File: config.mk
export PLATFORM = sky130hd
export DESIGN_NAME = sprite_mover
export DESIGN_NICKNAME = d
export VERILOG_FILES = /design/src/rtl/sprite_mover.sv
export SDC_FILE = /design/constraint.sdc
export NUM_CORES = 1
export LEC_CHECK = 0
export ABC_AREA = 1
export BUFFER_PORTS_ARGS = -buffer_cell sky130_fd_sc_hd__buf_4
export CAP_MARGIN = 30
export CORE_MARGIN = 4
export CORE_UTILIZATION = 60
export DETAILED_ROUTE_END_ITERATION = 12
export PLACE_DENSITY_LB_ADDON = 0.3
export SYNTH_ARGS = -nofsm -noshare
export SYNTH_HDL_FRONTEND = slang
export SYNTH_SLANG_ARGS = --single-unit
File: constraint.sdc
create_clock -name i_pix_clk -period 9 [get_ports i_pix_clk]
set_input_delay 0.45 -clock i_pix_clk [delete_from_list [all_inputs] [get_ports i_pix_clk]]
set_output_delay 0.45 -clock i_pix_clk [all_outputs]
set_load 0.005 [all_outputs]
File: src/rtl/sprite_mover.sv
// rtl/sprite_mover.sv - frame-ticked bouncing sprite position generator
// Each vsync rise runs IDLE->CALC_X->CALC_Y->COMMIT through one shared 17-bit adder.
module sprite_mover #(
    parameter int                 SCREEN_W   = 800,
    parameter int                 SCREEN_H   = 600,
    parameter int                 SPR_W      = 16,
    parameter int                 SPR_H      = 16,
    parameter logic signed [15:0] INIT_X_VEL = 16'sd5,
    parameter logic signed [15:0] INIT_Y_VEL = 16'sd6
) (
    input  logic               i_pix_clk,
    input  logic               i_reset_n,
    input  logic               i_vert_sync,
    input  logic               i_enable,
    input  logic               i_vel_valid,
    output logic               o_vel_ready,
    input  logic signed [15:0] i_x_vel,
    input  logic signed [15:0] i_y_vel,
    output logic signed [15:0] o_x_coord,
    output logic signed [15:0] o_y_coord,
    output logic               o_bounce_x,
    output logic               o_bounce_y,
    output logic        [15:0] o_frame_count
);
    localparam logic [1:0] IDLE   = 2'd0;
    localparam logic [1:0] CALC_X = 2'd1;
    localparam logic [1:0] CALC_Y = 2'd2;
    localparam logic [1:0] COMMIT = 2'd3;

    localparam logic signed [16:0] MAX_X = 17'(SCREEN_W - SPR_W);
    localparam logic signed [16:0] MAX_Y = 17'(SCREEN_H - SPR_H);

    logic [1:0]         state_q, state_d;
    logic               vs_q, vs_d;
    logic signed [15:0] x_q, x_d, y_q, y_d;
    logic signed [15:0] x_vel_q, x_vel_d, y_vel_q, y_vel_d;
    logic signed [15:0] shx_q, shx_d, shy_q, shy_d;
    logic               hit_x_q, hit_x_d, hit_y_q, hit_y_d;
    logic               bounce_x_q, bounce_x_d, bounce_y_q, bounce_y_d;
    logic        [15:0] frame_q, frame_d;

    logic               tick;
    logic signed [15:0] cur_pos, cur_vel, neg_vel, step_pos, step_vel;
    logic signed [16:0] cur_max, sum;
    logic               step_hit;

    assign tick          = i_vert_sync & ~vs_q;
    assign o_vel_ready   = (state_q == IDLE);
    assign o_x_coord     = x_q;
    assign o_y_coord     = y_q;
    assign o_bounce_x    = bounce_x_q;
    assign o_bounce_y    = bounce_y_q;
    assign o_frame_count = frame_q;

    // One axis step per calc state; the axis is selected by the current state.
    always_comb begin
        cur_pos  = (state_q == CALC_Y) ? y_q     : x_q;
        cur_vel  = (state_q == CALC_Y) ? y_vel_q : x_vel_q;
        cur_max  = (state_q == CALC_Y) ? MAX_Y   : MAX_X;
        sum      = {cur_pos[15], cur_pos} + {cur_vel[15], cur_vel};
        neg_vel  = (cur_vel == 16'sh8000) ? 16'sh7fff : -cur_vel;
        step_pos = sum[15:0];
        step_vel = cur_vel;
        step_hit = 1'b0;
        if (sum > cur_max) begin
            step_pos = cur_max[15:0];
            step_vel = neg_vel;
            step_hit = 1'b1;
        end else if (sum < 17'sd0) begin
            step_pos = 16'sd0;
            step_vel = neg_vel;
            step_hit = 1'b1;
        end
    end

    always_comb begin
        state_d    = state_q;
        vs_d       = i_vert_sync;
        x_d        = x_q;
        y_d        = y_q;
        x_vel_d    = x_vel_q;
        y_vel_d    = y_vel_q;
        shx_d      = shx_q;
        shy_d      = shy_q;
        hit_x_d    = hit_x_q;
        hit_y_d    = hit_y_q;
        bounce_x_d = 1'b0;
        bounce_y_d = 1'b0;
        frame_d    = frame_q;
        case (state_q)
            IDLE: begin
                if (i_vel_valid) begin
                    x_vel_d = i_x_vel;
                    y_vel_d = i_y_vel;
                end
                if (tick && i_enable) state_d = CALC_X;
            end
            CALC_X: begin
                shx_d   = step_pos;
                x_vel_d = step_vel;
                hit_x_d = step_hit;
                state_d = CALC_Y;
            end
            CALC_Y: begin
                shy_d   = step_pos;
                y_vel_d = step_vel;
                hit_y_d = step_hit;
                state_d = COMMIT;
            end
            COMMIT: begin
                x_d        = shx_q;
                y_d        = shy_q;
                bounce_x_d = hit_x_q;
                bounce_y_d = hit_y_q;
                frame_d    = frame_q + 16'd1;
                state_d    = IDLE;
            end
            default: state_d = IDLE;
        endcase
    end

    // vs_q resets high so a vsync already asserted at release is not a tick.
    always_ff @(posedge i_pix_clk or negedge i_reset_n) begin
        if (!i_reset_n) begin
            state_q    <= IDLE;
            vs_q       <= 1'b1;
            x_q        <= '0;
            y_q        <= '0;
            x_vel_q    <= INIT_X_VEL;
            y_vel_q    <= INIT_Y_VEL;
            shx_q      <= '0;
            shy_q      <= '0;
            hit_x_q    <= 1'b0;
            hit_y_q    <= 1'b0;
            bounce_x_q <= 1'b0;
            bounce_y_q <= 1'b0;
            frame_q    <= '0;
        end else begin
            state_q    <= state_d;
            vs_q       <= vs_d;
            x_q        <= x_d;
            y_q        <= y_d;
            x_vel_q    <= x_vel_d;
            y_vel_q    <= y_vel_d;
            shx_q      <= shx_d;
            shy_q      <= shy_d;
            hit_x_q    <= hit_x_d;
            hit_y_q    <= hit_y_d;
            bounce_x_q <= bounce_x_d;
            bounce_y_q <= bounce_y_d;
            frame_q    <= frame_d;
        end
    end
endmodule
* After elaboration in Yosys (flattened, before gate mapping)
Cells that the tools add are included.
** Operators by class
- Add/sub/neg operators :: 3
- Multiply operators :: 0
- Div/mod/pow operators :: 0
- $lt $le $gt $ge :: 2
- Equal/unequal tests :: 6
- Shift operators :: 0
- Muxes and demuxes :: 18
- Bitwise operators :: 2
- Reduce and logical (&&, ||, !) cells :: 6
** Operators with widths (count)
- 2-to-1 mux 16 bit :: 9
- case mux 16 bit (2 select lines) :: 2
- adder 16 x 16 -> 17 bit :: 1
- > comparator 17 x 11 -> 1 bit :: 1
- < comparator 17 x 1 -> 1 bit, second input constant :: 1
- adder 16 x 1 -> 16 bit, second input constant :: 1
- equality test 16 bit, second input constant :: 1
- negator 16 bit :: 1
- 2-to-1 mux 9 bit :: 1
- case mux 2 bit (4 select lines) :: 1
- equality test 2 bit, second input constant :: 2
- 2-to-1 mux 1 bit :: 4
- AND reduction 2 bit :: 2
- nonzero test 2 bit :: 2
- equality test 2 x 1 -> 1 bit, second input constant :: 1
- zero test 2 bit :: 1
- 2-to-1 mux 2 bit :: 1
- != test 2 x 1 -> 1 bit, second input constant :: 1
- != test 2 bit, second input constant :: 1
- bitwise AND 1 bit :: 1
- logical AND 1 bit :: 1
- NOT 1 bit :: 1
** Word-level totals
- Register bits :: 119
- Bits in latches :: 0
- RAM bits :: 0
- Memory bits (read-only) :: 0
- Input port bits :: 37
- Memories :: 0

* Longest topological paths before layout
- Depth in word-level cells :: 7
- Depth in mapped cells :: 32
- Depth with buffers taken out :: 27

* Least setup slack after synthesis
OpenSTA, ideal clock, no wires.
- Path kind :: register to register
- Start :: register state_q[0]
- End :: register y_vel_q[14]
- Data arrival time :: 4.591 ns
- Required time :: 8.884 ns
- Setup slack :: 4.292 ns
- Stages on the path, launching flop included :: 31
- Path buffers :: 6
- Clock period less this slack :: 4.708 ns
- Cells stage by stage :: dfrtp_1 inv_1 ha_1 buf_6 buf_4 buf_6 clkbuf_1 clkbuf_1 o21ai_0 ha_1 fa_1 nand3_1 nand2_1 nand3_1 nand3_1 xor2_1 ha_1 or2_2 nor2_1 o21ai_0 o31ai_1 nand3_1 o21ai_0 nand2_1 nand3_1 nand3_4 buf_4 nand3_1 nand3_1 nand2_1 nand2_1
** On the way
- Cells in the longest elaborated chain, start to end :: 7
** RTL lines
- start: declaration :: RTL line 33 : logic [1:0] state_q, state_d;
- start signal: assignment :: RTL line 139 : state_q <= state_d;
- equality test 2 bit
- 2-to-1 mux 16 bit, on equally long branches :: RTL line 57, 58
- adder 16 x 16 -> 17 bit, or another cell as far along :: RTL line 60 : sum = {cur_pos[15], cur_pos} + {cur_vel[15], cur_vel};
- < comparator 17 x 1 -> 1 bit / 2-to-1 mux 16 bit (equally long branches) :: RTL line 69, 61
- 2-to-1 mux 16 bit :: RTL line 69 : end else if (sum < 17'sd0) begin
- 2-to-1 mux 16 bit :: RTL line 65 : if (sum > cur_max) begin
- case mux 16 bit (2 select lines) :: RTL line 90 : case (state_q)
- end signal: assignment :: RTL line 144 : y_vel_q <= y_vel_d;
- end: declaration :: RTL line 36 : logic signed [15:0] x_vel_q, x_vel_d, y_vel_q, y_vel_d;
Parallel ways exist; a longest one is shown, timed or not.
A chain may end at the register's enable or synchronous reset.

* Worst setup path after layout
- Start :: register state_q[0]
- End :: register x_vel_q[1]
** On the way
- Cells in the longest elaborated chain, start to end :: 7
** RTL lines
- equality test 2 bit :: RTL line 57, 58, 59
- 2-to-1 mux 16 bit, on equally long branches :: RTL line 57, 58
- adder 16 x 16 -> 17 bit, or another cell as far along :: RTL line 60
- < comparator 17 x 1 -> 1 bit / 2-to-1 mux 16 bit (equally long branches) :: RTL line 69, 61
- 2-to-1 mux 16 bit :: RTL line 69
- 2-to-1 mux 16 bit :: RTL line 65
- case mux 16 bit (2 select lines) :: RTL line 90
- end signal: assignment :: RTL line 143 : x_vel_q <= x_vel_d;
- end: declaration :: RTL line 36
Parallel ways exist; a longest one is shown, timed or not.

==> results_dict.tcl <==
set metrics [dict create \
    die_x_um 120 \
    synth_ff_type "dfrtp_1" \
    syn-num-nets 1094 \
    worstHoldStart "i_vert_sync" \
    ys_seq_elements 119 \
    root_buffer "clkbuf_16" \
    multi_input_area_sq_mm 0.00389 \
    drt_wl_total_um 18700 \
    period_minus_slack_ns 5.43 \
    grt_usage_pct 27.1 \
    setup-tns-final_ns 0 \
    clkLatencyLatePin_ns 0.42 \
    die-height_um 120 \
    worstHoldEndpoint "vs_q" \
    finalClockSkew_ns 0.0103 \
    drt_iter0_drc 615 \
    insertedDiodeCount 0 \
    routedWlPerCell_um 14.6 \
    ant_nets 0 \
    crit_type "reg -> reg" \
    initial_utilization_pct 61.8 \
    cts_tree "done" \
    drive_above_1_share_pct 18.2 \
    whs_path_depth 1 \
    grt_pass1_wl_um 31300 \
    fmax_ghz 0.184 \
    grt_max_degree 77 \
    syn_area_per_cell_sq_um 7.25 \
    crit_required_ns 9.36 \
    status "finished clean" \
    regArea_sq_mm 0.00298 \
    drc 0 \
    r2r_end "x_vel_q[1]" \
    seq_area_frac_synth_pct 39.9 \
    vias_per_cell 5.42 \
    die_area_sq_mm 0.0143 \
    cts_buffers 17 \
    synth_enable_flop_cells 0 \
    rsz0062_at_grt "false" \
    final-hold-violation-count 0 \
    postCtsSetupRepairBufs 0 \
    drv_cap 0 \
    setup_viol 0 \
    worstSetupEndpointType "register" \
    ys.warnings.count 0 \
    placementRows 40 \
    place.detailed.hpwl_um 12700 \
    coreArea_sq_mm 0.0121 \
    grt_pass1_vias 6505 \
    relSlewSlack_pct 33.8 \
    clock_sink_count 119 \
    port_buffers 87 \
    areaGrowthSynthToFinish_pct 18.0 \
    synth_async_sr_flop_share_pct 100 \
    synth_cells 1031 \
    rr_worst_depth 27 \
    critPathArrivalTime_ns 5.79 \
    fill_cells 1002 \
    clk_path_buf_depth 2 \
    gp_congestion 0.981 \
    drtPass1Iterations 5 \
    period_share_pct 60.3 \
    netlist_area_sq_mm 0.00748 \
    h-tree-depth 4 \
    r2r_slack_ns 3.57 \
    worstReg2RegStart "state_q[0]" \
    ys_types 46 \
    cp_max_fo 55 \
    layout.nets 1165 \
    antenna_found_initial 0 \
    start_kind "register" \
    vias 6953 \
    ios 88 \
    path_clk_slew_ns 0.06 \
    min_path_type "in -> reg" \
    overflow 0 \
    worst_slew_pin_slew_ns 0.992 \
    slew_violations 0 \
]
worst max path at each step:
stage                    start          end  slack, ns  cells after the start
floorplan           state_q[0]  y_vel_q[14]       4.29                     30
global placement    state_q[0]  x_vel_q[15]       3.85                     27
detailed placement  state_q[0]   y_vel_q[2]       3.71                     27
CTS                 state_q[0]   x_vel_q[1]       3.59                     27
global route        state_q[0]   x_vel_q[2]       3.07                     27
finish              state_q[0]   x_vel_q[1]       3.57                     27
cells in the mapped netlist, types with 2 or more instances:
cell type	count	area, sq um
o21ai_1	28	140
nor3_1	7	35.0
nor2_1	117	439
a31oi_1	2	12.5
xor2_1	14	123
clkbuf_1	24	90.1
o21ai_0	54	270
buf_1	2	7.51
inv_2	6	22.5
buf_6	7	78.8
dfstp_2	5	131
nand3_2	6	60.1
a21oi_1	19	95.1
dfrtp_1	114	2850
or2_1	2	12.5
nand2_4	4	45.0
nand3_1	89	445
nand2_2	20	125
ha_1	25	313
nor2_2	7	43.8
or2_2	9	56.3
nor3_2	2	20.0
nand4_1	14	87.6
inv_1	95	357
mux2_2	9	101
xnor2_1	7	61.3
nand3_4	2	35.0
o21ai_2	3	26.3
nand2_1	314	1180
nor2_4	2	22.5
buf_4	2	15.0
buf_2	6	30.0
layout make-up:
class	count	share of cell area, %
Tap cell	168	2.38
Clock buffer	19	4.90
Inverter	101	4.29
Multi-Input combinational cell	769	44.1
Clock inverter	13	2.03
Sequential cell	119	33.8
Timing Repair Buffer	94	8.48
layer usage:
layer	global-route usage (%)	share of wire, %	vias up	wire length, um
met4	11.4	3.1	0	580
met1	36.1	44	3262	8290
met5	0	0	-	0
li1	-	-	3421	-
met3	5.75	5.3	47	997
met2	43.0	47	223	8870
state kept, by name, indices dropped and copies added (netlist names):
signal / cells
state_q: 2
y_vel_q: 16
hit_x_q: 1
x_vel_q: 16
shx_q: 16
o_y_coord: 16
shy_q: 16
vs_q: 1
o_bounce_y: 1
o_frame_count: 16
o_x_coord: 16
o_bounce_x: 1
hit_y_q: 1
worst max-delay path, stage by stage, from the launching register on:
cell and delay, ns:
dfrtp_1 0.40, inv_1 0.14, ha_4 0.52, inv_2 0.43, nor2_1 0.25, nor2_1 0.10, ha_1 0.24, fa_1 0.45
nand3_1 0.12, nand2_1 0.13, nand3_1 0.13, nand3_1 0.12, xor2_1 0.19, ha_1 0.20, or2_2 0.30, nor2_1 0.08
o21ai_0 0.08, o31ai_1 0.07, nand3_1 0.10, o21ai_0 0.08, nand2_1 0.07, nand3_1 0.13, nand3_4 0.25, nand2_4 0.40
nand2_1 0.14, nand3_1 0.10, nand2_1 0.06, nand2_1 0.05
what timing repair did:
item / 4_1_cts / 5_1_grt
resized for setup: 0 / 0
hold buffers: 0 / 1
endpoints found under the hold margin: 0 / 1
kinds of logic (layout without fill, tap and decap cells):
group / after synthesis / count (layout) / synth area share, %
AOI/OAI and AO/OA: 115 / 115 / 8.36
xor gates and xnor gates: 22 / 22 / 2.68
adders and majority gates: 26 / 26 / 4.45
buffers and inverters: 143 / 227 / 8.23
DFF: 119 / 119 / 39.9
muxes: 9 / 9 / 1.36
and+or+nand+nor: 597 / 597 / 35.0
cell usage in the layout, fill, tap and decap left out, types with 5 or more instances in the layout:
master	synthesis	routed
inv_2	6	6
xor2_1	14	14
o21ai_1	28	28
nand2_1	314	314
nor3_1	7	7
clkbuf_16	0	17
xnor2_1	7	7
nand2_2	20	20
ha_1	25	23
o21ai_0	54	54
a21oi_1	19	19
nor2_2	7	7
nand3_2	6	6
buf_4	2	91
dfstp_2	5	5
nor2_1	117	117
mux2_2	9	9
nand3_1	89	89
nand4_1	14	14
inv_1	95	95
or2_2	9	9
dfrtp_1	114	114
metrics by stage:
stage	std cells	worst slack (ns)	cell area, sq um	hold WS, ns	util (%)
finish	1283	3.57	8830	0.144	72.9
global placement	1248	3.85	8150	0.449	67.3
global route	1283	3.07	8830	0.132	72.9
floorplan	1031	4.29	7480	0.154	-
detailed placement	1249	3.71	8180	0.459	67.5
CTS	1281	3.59	8790	0.130	72.6
Power is not shown: default switching activity piles up to over one toggle a cycle in this logic, so the estimate is an artifact.
